==> src/rtl/main.sv <==
// Four-vertex store loaded over SPI (mode 0) with a push-button 90-degree rotation about the centroid.
// Optional feature: define MISO_READBACK_EN to shift the stored vertex words back out on MISO.

module main (
    input  logic       clock,
    input  logic       io_aresetn,
    input  logic       io_spi_sclk,
    input  logic       io_spi_cs,
    input  logic       io_spi_mosi,
    output logic       io_spi_miso,
    input  logic [3:0] io_btn,
    output logic       io_led
);

    logic [1:0]        r_sclkSync;
    logic [1:0]        r_csSync;
    logic [1:0]        r_mosiSync;
    logic [1:0]        r_btnSync;
    logic              r_sclkPrev;
    logic              r_csPrev;
    logic              r_btnPrev;

    logic              r_frameActive;
    logic [3:0]        r_bitCnt;
    logic [3:0]        r_wordCnt;
    logic [14:0]       r_shift;
    logic [7:0][15:0]  r_shadow;
    logic              r_commitPending;

    logic              r_rotReq;
    logic              r_led;
    logic [3:0][15:0]  r_vx;
    logic [3:0][15:0]  r_vy;

    logic              w_csLow;
    logic              w_csFall;
    logic              w_sclkRise;
    logic              w_btnRise;
    logic              w_wordDone;
    logic [15:0]       w_word;
    logic [17:0]       w_sumX;
    logic [17:0]       w_sumY;
    logic [15:0]       w_cx;
    logic [15:0]       w_cy;
    logic [3:0][15:0]  w_rotX;
    logic [3:0][15:0]  w_rotY;
    logic              w_unusedBtn;

    assign w_unusedBtn = ^io_btn[3:1];

    always_ff @(posedge clock or negedge io_aresetn) begin
        if (!io_aresetn) begin
            r_sclkSync <= '0;
            r_csSync   <= '0;
            r_mosiSync <= '0;
            r_btnSync  <= '0;
            r_sclkPrev <= 1'b0;
            r_csPrev   <= 1'b0;
            r_btnPrev  <= 1'b0;
        end else begin
            r_sclkSync <= {r_sclkSync[0], io_spi_sclk};
            r_csSync   <= {r_csSync[0], io_spi_cs};
            r_mosiSync <= {r_mosiSync[0], io_spi_mosi};
            r_btnSync  <= {r_btnSync[0], io_btn[0]};
            r_sclkPrev <= r_sclkSync[1];
            r_csPrev   <= r_csSync[1];
            r_btnPrev  <= r_btnSync[1];
        end
    end

    assign w_csLow    = ~r_csSync[1];
    assign w_csFall   = ~r_csSync[1] & r_csPrev;
    assign w_sclkRise = r_sclkSync[1] & ~r_sclkPrev;
    assign w_btnRise  = r_btnSync[1] & ~r_btnPrev;
    assign w_word     = {r_shift, r_mosiSync[1]};
    assign w_wordDone = w_csLow & r_frameActive & w_sclkRise &
                        (r_bitCnt == 4'd15) & (r_wordCnt < 4'd8);

    // A frame only starts on a seen cs falling edge, so cs held low across reset release is ignored.
    always_ff @(posedge clock or negedge io_aresetn) begin
        if (!io_aresetn) begin
            r_frameActive   <= 1'b0;
            r_bitCnt        <= '0;
            r_wordCnt       <= '0;
            r_shift         <= '0;
            r_shadow        <= '0;
            r_commitPending <= 1'b0;
        end else begin
            r_commitPending <= w_wordDone && (r_wordCnt == 4'd7);
            if (!w_csLow) begin
                r_frameActive <= 1'b0;
                r_bitCnt      <= '0;
                r_wordCnt     <= '0;
            end else if (w_csFall) begin
                r_frameActive <= 1'b1;
                r_bitCnt      <= '0;
                r_wordCnt     <= '0;
            end else if (r_frameActive && w_sclkRise) begin
                r_shift  <= {r_shift[13:0], r_mosiSync[1]};
                r_bitCnt <= r_bitCnt + 4'd1;
                if (w_wordDone) begin
                    r_shadow[r_wordCnt[2:0]] <= w_word;
                    r_wordCnt                <= r_wordCnt + 4'd1;
                end
            end
        end
    end

    always_comb begin
        w_sumX = '0;
        w_sumY = '0;
        for (int i = 0; i < 4; i++) begin
            w_sumX = w_sumX + {{2{r_vx[i][15]}}, r_vx[i]};
            w_sumY = w_sumY + {{2{r_vy[i][15]}}, r_vy[i]};
        end
    end

    assign w_cx = 16'($signed(w_sumX) >>> 2);
    assign w_cy = 16'($signed(w_sumY) >>> 2);

    // Modular 16-bit arithmetic gives the truncated result directly.
    always_comb begin
        w_rotX = '0;
        w_rotY = '0;
        for (int i = 0; i < 4; i++) begin
            w_rotX[i] = w_cx - (r_vy[i] - w_cy);
            w_rotY[i] = w_cy + (r_vx[i] - w_cx);
        end
    end

    always_ff @(posedge clock or negedge io_aresetn) begin
        if (!io_aresetn) begin
            r_rotReq <= 1'b0;
            r_led    <= 1'b0;
            r_vx     <= '0;
            r_vy     <= '0;
        end else begin
            r_rotReq <= w_btnRise;
            if (r_commitPending) begin
                r_vx  <= {r_shadow[6], r_shadow[4], r_shadow[2], r_shadow[0]};
                r_vy  <= {r_shadow[7], r_shadow[5], r_shadow[3], r_shadow[1]};
                r_led <= 1'b1;
            end else if (r_rotReq && r_led) begin
                r_vx <= w_rotX;
                r_vy <= w_rotY;
            end
        end
    end

    assign io_led = r_led;

`ifdef MISO_READBACK_EN
    logic         w_sclkFall;
    logic [127:0] r_rdData;
    logic         r_rdArm;
    logic         r_misoOut;

    assign w_sclkFall = ~r_sclkSync[1] & r_sclkPrev;

    // Snapshot at cs fall; first bit appears two cycles later, then one bit per sclk falling edge.
    always_ff @(posedge clock or negedge io_aresetn) begin
        if (!io_aresetn) begin
            r_rdData  <= '0;
            r_rdArm   <= 1'b0;
            r_misoOut <= 1'b0;
        end else if (!w_csLow) begin
            r_rdArm   <= 1'b0;
            r_misoOut <= 1'b0;
        end else if (w_csFall) begin
            r_rdData <= {r_vx[0], r_vy[0], r_vx[1], r_vy[1],
                         r_vx[2], r_vy[2], r_vx[3], r_vy[3]};
            r_rdArm  <= 1'b1;
        end else if (r_rdArm) begin
            r_misoOut <= r_rdData[127];
            r_rdArm   <= 1'b0;
        end else if (w_sclkFall) begin
            r_rdData  <= {r_rdData[126:0], 1'b0};
            r_misoOut <= r_rdData[126];
        end
    end

    assign io_spi_miso = r_misoOut & ~io_spi_cs;
`else
    assign io_spi_miso = 1'b0;
`endif

endmodule

==> config.mk <==
export PLATFORM = sky130hd
export DESIGN_NAME = main
export DESIGN_NICKNAME = d
export VERILOG_FILES = /design/src/rtl/main.sv
export SDC_FILE = /design/constraint.sdc
export NUM_CORES = 1
export LEC_CHECK = 0
export ABC_AREA = 0
export CORE_MARGIN = 2
export CORE_UTILIZATION = 44
export DETAILED_ROUTE_END_ITERATION = 7
export PLACE_DENSITY = 0.71
export SYNTH_ARGS = -nofsm -noshare
export SYNTH_HDL_FRONTEND = slang
export SYNTH_SLANG_ARGS = --single-unit
==> constraint.sdc <==
create_clock -name clock -period 1.3 [get_ports clock]
set_input_delay 0.39 -clock clock [delete_from_list [all_inputs] [get_ports clock]]
set_output_delay 0.39 -clock clock [all_outputs]
set_load 0.005 [all_outputs]
==> impl_results.md <==
- Finished Cell Area: 881 um2
- Final number of max-transition violations: 0
- Synth top area share: 62.4%
- Via-to-Cell Ratio: 5.28
- Critical Path Start: r_bitCnt[1]
- Grt met1 use: 20.3%
- DRT Pass-1 Iters: 4
- Cell Area, Placed: 817 um2
- Largest net degree at the start of global routing: 18
- Layout cells sized above 1: 32.4%
- Setup Viol. Count Final: 2
- Routed WL: 1230 um
- R2r setup slk: -70 ps
- Post-Synth Adder-Cell Area: 3.67%
- Fmax: 0.730 GHz
- GRT overflow: 0
- Layer with the highest usage: met2
- Area leader, netlist: dfrtp_1
- Detail Route Antenna Nets: 0
- Post-synthesis sequential area ratio: 62.4%
- GPL Wtd Cong: 0.764
- TritonCTS clock tree: yes
- CP Capture Point: r_wordCnt[2]
- Layout fillers: 137
- Logic pwr share: 4.9%
- Status: finished, violations left
- Die Ht: 43.4 um
- Worst-Skew Late Latency: 290 ps
- Clock network power share: 31.7%
- Post-Synth Simple-Gate Area: 20.0%
- Met3 Use GR: 3.75%
- PD cells: 984 nW/um2
- Fin crit share: 105%
- Final #Nets: 86
- Hold Crit Depth: 0
- Fin worst setup slack: -69.0 ps
- First-pass GRT wire length: 2150 um
- Fin Clk Skew: 3.78 ps
- WL/cell: 13.6 um
- Critical Path Source Type: flop
- Largest family of logic cells by synthesized area: simple AND/OR/NAND/NOR gates
- IO Count: 11
- Area Overhead vs Synth: 29.2%
- Port bufs: 4
- Min Hold Slack: 356 ps
- Clock buffer count from CTS: 3
- Diodes inserted: 0
- Commonest non-fill, non-tap cell in the layout: dfrtp_1
- Total Routing Usage GR: 16.0%
- Reg2reg start: r_bitCnt[1]
- Most frequent cells in the layout: dfrtp_1 (17), buf_4 (12), nor2_1 (6)
- Area contributors post-synth: dfrtp_1 (62%), ha_1 (3.7%), nor2_1 (3.3%), a21oi_1 (2.9%), o21ai_0 (2.2%)
- Std cell rows: 14
- R2r endpoint: r_wordCnt[2]
- Critical Path Sink Type: flop
- CP max stage delay: 500 ps
- Core area: 1470 um2
- Sw frac: 21.4%
- Via Count: 475
- Critical-path cell list: ha_4, nand4b_4, or4_4, a21oi_2
- CTS sink cnt: 17
- Synth warn: 0
- HPWL Detailed: 929 um
- Maximum VDD drop: 0.000636 V
- Max_cap viols: 0
- P_int: 0.000681 W
- Total number of H-tree levels: 1
- Synth Area in XOR/XNOR: 2.57%
- Static leakage: 0.419 nW
- RSZ-0062 raised after global routing: true
- Worst reg-to-reg path cell count: 4
- Die Area: 1880 um2
- Hold Path Class: flop to flop
- Initial Util: 46.3%
- Vias in the first global route: 503
- Tmin final: 1370 ps
- Multiplexer area fraction after synthesis: 1.47%
- # DRC: 0
- Reg area: 425 um2
- Critical-path maximum fanout: 4
- Seq cells post-synth: 17
- Unique masters post-synth: 27
- Post-Syn Nets: 67
- Critical path class: flop to flop
- CTS max path bufs: 2
- # hold bufs at CTS: 0
- Reg power frac: 63.4%
- Final Hold Fails: 0
- Synth Area in Compound Gates: 7.16%
- Setup TNS: -115 ps
- Violated checks: negative setup slack
- Multi-input gate area: 275 um2
- Iteration-0 DRC Markers: 3
- Avg Cell Area, Syn: 12.2 um2
- Psw: 0.000186 W
- Root buffer cell: clkbuf_4
- Hold path start: r_csSync[0]
- Syn Inst Count: 56
- Clk slew on worst S/H paths: 90 ps
- WP data required: 1530 ps
- GR Util met2: 25.4%
- Worst Path Arrival: 1590 ps
- Initial antenna violation count: 0
- Syn Std Cell Area: 682 um2
- Die X: 43.4 um
- Crit-path slowest cell: or4_4
[repair_timing]
item | in CTS | in global routing
endpoints found under the hold margin | 0 | 0
buffers inserted | 0 | 2
resized for setup | 3 | 4
endpoints found under the setup margin | 3 | 3
[critical path: cells and delay by family (launching register included)]
kind / cells / cell delay, ps
AND/OR/NAND/NOR: 2 / 620
flip-flops: 1 / 400
AO/OA/AOI/OAI: 1 / 120
adder cells (fa/ha/maj): 1 / 160
[through the flow]
step | power, W | util [%] | setup slack [ps] | std cells
finish | 0.000867 | 59.9 | -69.0 | 90
global route | 0.000910 | 59.9 | -136 | 90
CTS | 0.000886 | 58.0 | -87.9 | 88
detailed placement | 0.000602 | 55.5 | -96.2 | 84
global placement | 0.000600 | 55.5 | -39.6 | 84
floorplan | 0.000574 | - | -37.4 | 56
[routing by layer]
layer | vias up | part of all wire (%)
met3 | 3 | 3.3
met4 | 0 | 2.0
met1 | 233 | 42
li1 | 231 | -
met2 | 8 | 52
met5 | - | 0
[sequential cells by signal, indices dropped and copies added, names as in the netlist, 2 cells and up]
register / cells
r_bitCnt: 4
r_csSync: 2
r_wordCnt: 4
r_sclkSync: 2
[area by class of cell]
cell class              instances  area share, %
inverters                       1          0.426
multi-input cells              36           31.2
flip-flops and latches         17           48.3
clock buffers                   4           2.98
repair buffers                 16           14.8
well taps                      16           2.27
[synth_stat cells]
library cell	n
or3_2	1
nor3_1	1
a31oi_1	1
xor2_1	1
and4b_2	1
conb_1	1
ha_1	2
mux2i_1	1
clkbuf_1	1
or2_2	2
a21oi_1	4
buf_4	1
nand3b_1	1
nand4bb_1	1
nor2_1	6
dfrtp_1	17
nand4b_2	1
o21ai_0	3
and3_1	1
o31ai_1	1
nand3_1	2
nand2_1	1
xnor2_1	1
or4_1	1
nor4bb_1	1
or3_1	1
inv_1	1
[cells by family (layout without fill, tap and decap cells)]
| logic type | count (synthesis) | in the layout |
|---|---|---|
| compound gates | 9 | 9 |
| fa+ha+maj | 2 | 2 |
| buf+inv | 3 | 21 |
| flops | 17 | 17 |
| other cells | 1 | 1 |
| simple gates | 21 | 21 |
| mux | 1 | 1 |
| xor+xnor | 2 | 2 |
[power by group through the flow]
stage	sequential, W	clock (W)	combinational (W)
2_1_floorplan	0.000559	0	0.0000148
6_report	0.000550	0.000275	0.0000422
3_3_place_gp	0.000560	0	0.0000408
4_1_cts	0.000550	0.000294	0.0000419
3_5_place_dp	0.000560	0	0.0000416
5_1_grt	0.000551	0.000310	0.0000486
[worst min-delay path by stage]
| stage | to | slack, ps |
|---|---|---|
| after floorplan | io_led | 90 |
| after global placement | r_sclkSync[1] | 330 |
| after detailed placement | r_csSync[1] | 340 |
| after CTS | r_csSync[1] | 360 |
| after global routing | r_csSync[1] | 360 |
| final | r_csSync[1] | 360 |
Power figures use the tool's default switching activity.
